<file path="config.mk">
export PLATFORM = sky130hd
export DESIGN_NAME = cordic_panel_ctrl
export DESIGN_NICKNAME = d
export VERILOG_FILES = /design/src/rtl/cordic_pkg.sv /design/src/rtl/btn_debounce.sv /design/src/rtl/cordic_panel_ctrl.sv
export SDC_FILE = /design/constraint.sdc
export NUM_CORES = 1
export LEC_CHECK = 0
export ABC_AREA = 0
export CORE_MARGIN = 1
export CORE_UTILIZATION = 50
export DETAILED_ROUTE_END_ITERATION = 10
export GPL_ROUTABILITY_DRIVEN = 0
export GPL_TIMING_DRIVEN = 0
export PLACE_DENSITY_LB_ADDON = 0.05
export SYNTH_ARGS = -nofsm -noshare
export SYNTH_HDL_FRONTEND = slang
export SYNTH_SLANG_ARGS = --single-unit
</file>
<file path="constraint.sdc">
create_clock -name clk_50 -period 2.6 [get_ports clk_50]
set_clock_uncertainty 0.2 [all_clocks]
set_input_delay 0.78 -clock clk_50 [delete_from_list [all_inputs] [get_ports clk_50]]
set_output_delay 0.78 -clock clk_50 [all_outputs]
set_load 0.1 [all_outputs]
</file>
<file path="src/rtl/cordic_pkg.sv">
// Shared types for the CORDIC front-panel controller: FSM states and display-select codes.
package cordic_pkg;

    typedef enum logic [1:0] {
        IDLE   = 2'd0,
        LAUNCH = 2'd1,
        WAIT   = 2'd2,
        HOLD   = 2'd3
    } state_t;

    localparam logic [1:0] SEL_ANGLE = 2'd0;
    localparam logic [1:0] SEL_COS   = 2'd1;
    localparam logic [1:0] SEL_SIN   = 2'd2;

    // Mode button rotates angle -> cos -> sin -> angle.
    function automatic logic [1:0] next_sel(input logic [1:0] sel);
        case (sel)
            SEL_ANGLE: next_sel = SEL_COS;
            SEL_COS:   next_sel = SEL_SIN;
            default:   next_sel = SEL_ANGLE;
        endcase
    endfunction

endpackage

</file>
<file path="src/rtl/btn_debounce.sv">
// Push-button conditioner: 2-flop synchroniser, consecutive-cycle debounce, press pulse on 1->0.
module btn_debounce #(
    parameter int DEB_CYCLES = 500000
) (
    input  logic clk_50,
    input  logic Reset,
    input  logic raw_n,
    output logic level,
    output logic press
);

    localparam int CW = $clog2(DEB_CYCLES + 1);
    localparam logic [CW-1:0] LAST = CW'(DEB_CYCLES - 1);

    logic          sync_1;
    logic          sync_2;
    logic [CW-1:0] count;

    always_ff @(posedge clk_50) begin
        if (!Reset) begin
            sync_1 <= 1'b1;
            sync_2 <= 1'b1;
            level  <= 1'b1;
            count  <= '0;
            press  <= 1'b0;
        end else begin
            sync_1 <= raw_n;
            sync_2 <= sync_1;
            press  <= 1'b0;
            // Any cycle where the input agrees with the level restarts the run.
            if (sync_2 == level) begin
                count <= '0;
            end else if (count == LAST) begin
                level <= sync_2;
                count <= '0;
                press <= level;
            end else begin
                count <= count + 1'b1;
            end
        end
    end

endmodule

</file>
<file path="src/rtl/cordic_panel_ctrl.sv">
// Front-panel controller: debounced Start/Mode, CORDIC launch/capture, display select.
// Optional watchdog on the WAIT state enabled by defining CORDIC_TIMEOUT_EN.
module cordic_panel_ctrl
    import cordic_pkg::*;
#(
    parameter int ANGLE_W        = 10,
    parameter int RES_W          = 17,
    parameter int FRAC_W         = 22,
    parameter int DEB_CYCLES     = 500000,
    parameter int TIMEOUT_CYCLES = 1024
) (
    input  logic                        clk_50,
    input  logic                        Reset,
    input  logic                        start_n,
    input  logic                        mode_n,
    input  logic [ANGLE_W-1:0]          angle,
    output logic                        cordic_start,
    output logic [ANGLE_W+FRAC_W-1:0]   cordic_z0,
    input  logic                        cordic_done,
    input  logic [RES_W-1:0]            cos_in,
    input  logic [RES_W-1:0]            sin_in,
    output logic [RES_W-1:0]            disp_value,
    output logic [1:0]                  disp_sel,
    output logic                        busy,
    output logic                        Done,
    output logic                        err,
    output state_t                      fsm_state,
    output logic [1:0]                  btn_level
);

    if (RES_W < ANGLE_W || TIMEOUT_CYCLES < 1 || DEB_CYCLES < 1) begin : g_bad_params
        $error("cordic_panel_ctrl: invalid parameters");
    end

    state_t               state;
    logic [ANGLE_W-1:0]   z_reg;
    logic [RES_W-1:0]     cos_reg;
    logic [RES_W-1:0]     sin_reg;
    logic                 start_press;
    logic                 mode_press;
    logic                 start_level;
    logic                 mode_level;

    btn_debounce #(.DEB_CYCLES(DEB_CYCLES)) u_start_deb (
        .clk_50 (clk_50),
        .Reset  (Reset),
        .raw_n  (start_n),
        .level  (start_level),
        .press  (start_press)
    );

    btn_debounce #(.DEB_CYCLES(DEB_CYCLES)) u_mode_deb (
        .clk_50 (clk_50),
        .Reset  (Reset),
        .raw_n  (mode_n),
        .level  (mode_level),
        .press  (mode_press)
    );

`ifdef CORDIC_TIMEOUT_EN
    localparam int TW = $clog2(TIMEOUT_CYCLES + 1);
    localparam logic [TW-1:0] TLAST = TW'(TIMEOUT_CYCLES - 1);
    logic [TW-1:0] timer;
    logic          err_r;
    assign err = err_r;
`else
    assign err = 1'b0;
`endif

    always_ff @(posedge clk_50) begin
        if (!Reset) begin
            state        <= IDLE;
            z_reg        <= '0;
            cos_reg      <= '0;
            sin_reg      <= '0;
            disp_sel     <= SEL_ANGLE;
            cordic_start <= 1'b0;
            busy         <= 1'b0;
            Done         <= 1'b0;
`ifdef CORDIC_TIMEOUT_EN
            timer        <= '0;
            err_r        <= 1'b0;
`endif
        end else begin
            cordic_start <= 1'b0;
            case (state)
                IDLE: begin
                    if (start_press) begin
                        z_reg        <= angle;
                        state        <= LAUNCH;
                        cordic_start <= 1'b1;
                        busy         <= 1'b1;
`ifdef CORDIC_TIMEOUT_EN
                        err_r        <= 1'b0;
`endif
                    end
                end
                LAUNCH: begin
                    state <= WAIT;
`ifdef CORDIC_TIMEOUT_EN
                    timer <= '0;
`endif
                end
                WAIT: begin
                    if (cordic_done) begin
                        cos_reg  <= cos_in;
                        sin_reg  <= sin_in;
                        disp_sel <= SEL_COS;
                        state    <= HOLD;
                        busy     <= 1'b0;
                        Done     <= 1'b1;
                    end
`ifdef CORDIC_TIMEOUT_EN
                    else if (timer == TLAST) begin
                        state    <= IDLE;
                        busy     <= 1'b0;
                        err_r    <= 1'b1;
                        disp_sel <= SEL_ANGLE;
                    end else begin
                        timer <= timer + 1'b1;
                    end
`endif
                end
                HOLD: begin
                    // Start outranks Mode when both arrive together.
                    if (start_press) begin
                        z_reg        <= angle;
                        state        <= LAUNCH;
                        cordic_start <= 1'b1;
                        busy         <= 1'b1;
                        Done         <= 1'b0;
`ifdef CORDIC_TIMEOUT_EN
                        err_r        <= 1'b0;
`endif
                    end else if (mode_press) begin
                        disp_sel <= next_sel(disp_sel);
                    end
                end
                default: state <= IDLE;
            endcase
        end
    end

    always_comb begin
        disp_value = RES_W'($signed(z_reg));
        if (state == IDLE) begin
            disp_value = RES_W'($signed(angle));
        end else if (disp_sel == SEL_COS) begin
            disp_value = cos_reg;
        end else if (disp_sel == SEL_SIN) begin
            disp_value = sin_reg;
        end
    end

    assign cordic_z0 = {z_reg, {FRAC_W{1'b0}}};
    assign fsm_state = state;
    assign btn_level = {mode_level, start_level};

endmodule

</file>
==> out/qor.yml <==
setup_path:
  r2r.worst_path.cells: 6
  critPathCaptureType: "primary output"
  crit_path_frequent_cell: "buf_8"
  cpPeakStageDelay_ns: 0.38
  arrival_ns: 1.74
  r2r_slack_ns: 0.21
  worstSetupStartpointType: "register"
  endpoint: "disp_value[6]"
  crit_type: "reg2out"
  cp_slowest_cell: "dfxtp_4"
  worstPathCellList: "buf_8 -> buf_8 -> mux2_2 -> o21ai_2 -> o21ai_4 -> buf_12"
  required_ns: 1.62
  rr_startpoint: "u_mode_deb.count[4]"
  cp_max_fo: 6
  worstReg2RegEnd: "u_mode_deb.count[13]"
  crit_path_start: "disp_sel[0]"
drt:
  detail-route-antenna-nets: 0
  num_vias: 4303
  drt_wl_total_mm: 12.3
  drc: 0
  avgRoutedWirePerCell_um: 15.2
  drt-initial-drc-count: 172
  routed_via_density: 5.33
  firstDrtPassIters: 4
die:
  initial_core_util: 0.521
  die_w_um: 97.5
  rows: 34
  die_h_um: 97.5
  dieArea_um2: 9510
  core-area_um2: 8760
  ios: 108
synthesis:
  synth.distinct_cells: 47
  ys_warn_count: 0
  ys.flop_type: "dfxtp_1"
  syn_area_per_cell_um2: 8.08
  synth-async-reset-ratio: 0
  synth_edf_count: 0
  syn_inst: 565
  yosys.area.top_type: "dfxtp_1"
  ys_seq_area_frac: 0.426
  synth_top_area_frac: 0.426
  synth_common_cells: "127 x nand2_1, 97 x dfxtp_1, 55 x a21oi_1"
  yosysMostFrequentCell: "nand2_1"
  synth-seq-cells: 97
  synth_area_leaders: "dfxtp_1 43%, nand2_1 10%, a21oi_1 6.0%, buf_4 4.4%, nor2_1 3.5%"
  synth_area_um2: 4560
global_routing:
  grt.overflow.total: 0
  first_global_vias: 4178
  grt_antenna_before_repair: 0
  grt_max_degree: 17
  grt_pass1_wl_mm: 19.9
  grt_usage: 0.257
power:
  power_uw: 5950
  ir_drop_uv: 593
  p_per_area_nw_per_um2: 899
  p_leak_uw: 0.00237
placed_design:
  dpl.hpwl_mm: 8.30
  preCtsSetupSlack_ns: -1.23
  io_buffers: 84
clock_tree:
  clk_pin_slew_worst_paths_ns: 0.09
  ctsLongestPathBuffers: 2
  htree_levels: 3
  clock_latency_ns: 0.36
  cts_root_buf: "clkbuf_8"
  cts_inserted_buffers: 9
  cts.sinks: 97
  cts_tree: "done"
  ctsHoldBuffers: 0
timing:
  worst_pin_slew_ns: 0.981
  slew-limit-headroom: 0.348
  clock.fmax_ghz: 0.367
  rsz0062_at_grt: "yes"
  fin_crit_ns: 2.72
  layout_setup_ws_ns: -0.123
  finalMaxSlewViolations: 0
  setup_violations: 16
  hold_ws_ns: 0.216
  fin_crit_sh: 1.05
  final-hold-violation-count: 0
flow_run:
  drv_cap: 0
min_path:
  min_path_cells: 1
  hold_path.class: "reg2reg"
layout:
  nets: 750
  nFillCells: 634
  n_antenna_cell: 0
  post_route_cells_drive_above_1_share: 0.232
  synthToLayoutAreaGrowth_pct: 44.9
  top_regs: "u_mode_deb.count: 19 flops, u_start_deb.count: 19 flops"
run_status:
  status: "finished with violations"
  violations: "negative setup slack"
cell usage in the layout (no fill, tap or decap), types with 18 or more instances in the layout:
| cell type | n |
|---|---|
| dfxtp_1 | 83 |
| nor2_1 | 42 |
| buf_4 | 33 |
| o21ai_4 | 22 |
| a21oi_1 | 55 |
| nand2_1 | 121 |
| conb_1 | 23 |
| clkdlybuf4s50_1 | 47 |
| xnor2_1 | 18 |
| buf_12 | 20 |
power by group:
| group | switching [uW] | internal, uW |
|---|---|---|
| registers | 76.8 | 1590 |
| clock network | 517 | 442 |
| logic | 2070 | 1250 |
| total | 2670 | 3280 |
worst min-delay path by stage:
stage | to | startpoint | slack (ns)
6_report | u_start_deb.sync_2 | u_start_deb.sync_1 | 0.22
5_1_grt | u_mode_deb.sync_2 | u_mode_deb.sync_1 | 0.24
4_1_cts | u_start_deb.sync_2 | u_start_deb.sync_1 | 0.22
3_5_place_dp | u_start_deb.sync_2 | u_start_deb.sync_1 | 0.20
3_3_place_gp | u_mode_deb.sync_2 | u_mode_deb.sync_1 | 0.19
2_1_floorplan | u_mode_deb.sync_2 | u_mode_deb.sync_1 | 0.19
critical path: cells and delay by family (launching register included):
family | cells | cell delay [ns]
buffers and inverters | 3 | 0.42
DFF | 1 | 0.38
muxes | 1 | 0.34
AOI/OAI and AO/OA | 2 | 0.24
area by class of cell:
| class | instances | area [um^2] | area share |
|---|---|---|---|
| Multi-Input combinational cell | 427 | 2700 | 0.409 |
| Clock buffer | 10 | 128 | 0.0193 |
| Buffer | 53 | 418 | 0.0632 |
| Sequential cell | 97 | 1970 | 0.298 |
| Clock inverter | 5 | 56.3 | 0.00852 |
| Tap cell | 108 | 135 | 0.0204 |
| Timing Repair Buffer | 98 | 1160 | 0.176 |
| Inverter | 9 | 38.8 | 0.00587 |
through the flow:
stage	setup TNS (ns)	std cells	cell area, um^2	utilization
floorplan	-0.267	587	4970	-
global placement	-19.00	779	5940	0.678
detailed placement	-19.58	779	5940	0.678
CTS	-1.76	805	6560	0.749
global route	-2.10	807	6610	0.754
finish	-1.36	807	6610	0.754
logic make-up after synthesis:
family | count (synthesis) | share of synthesized area
adders and majority gates | 6 | 0.0165
other | 1 | 0.000822
xor gates and xnor gates | 31 | 0.0595
AOI/OAI and AO/OA | 106 | 0.130
buffers and inverters | 63 | 0.0809
DFF | 97 | 0.426
and+or+nand+nor | 243 | 0.245
muxes | 18 | 0.0420
repair_timing:
action / 4_1_cts / 5_1_grt
resized for setup: 218 / 17
pin swaps: 7 / 6
buffers inserted: 10 / 3
setup endpoints to repair: 36 / 27
cloned: 1 / 0
layer usage:
metal  share of wire  up-vias  track usage
met5               0        -            0
met4           0.019        0        0.101
met3           0.056       20       0.0432
met2            0.52      131        0.459
met1            0.41     2008        0.306
li1                -     2144            -
Power figures use the tool's default switching activity.
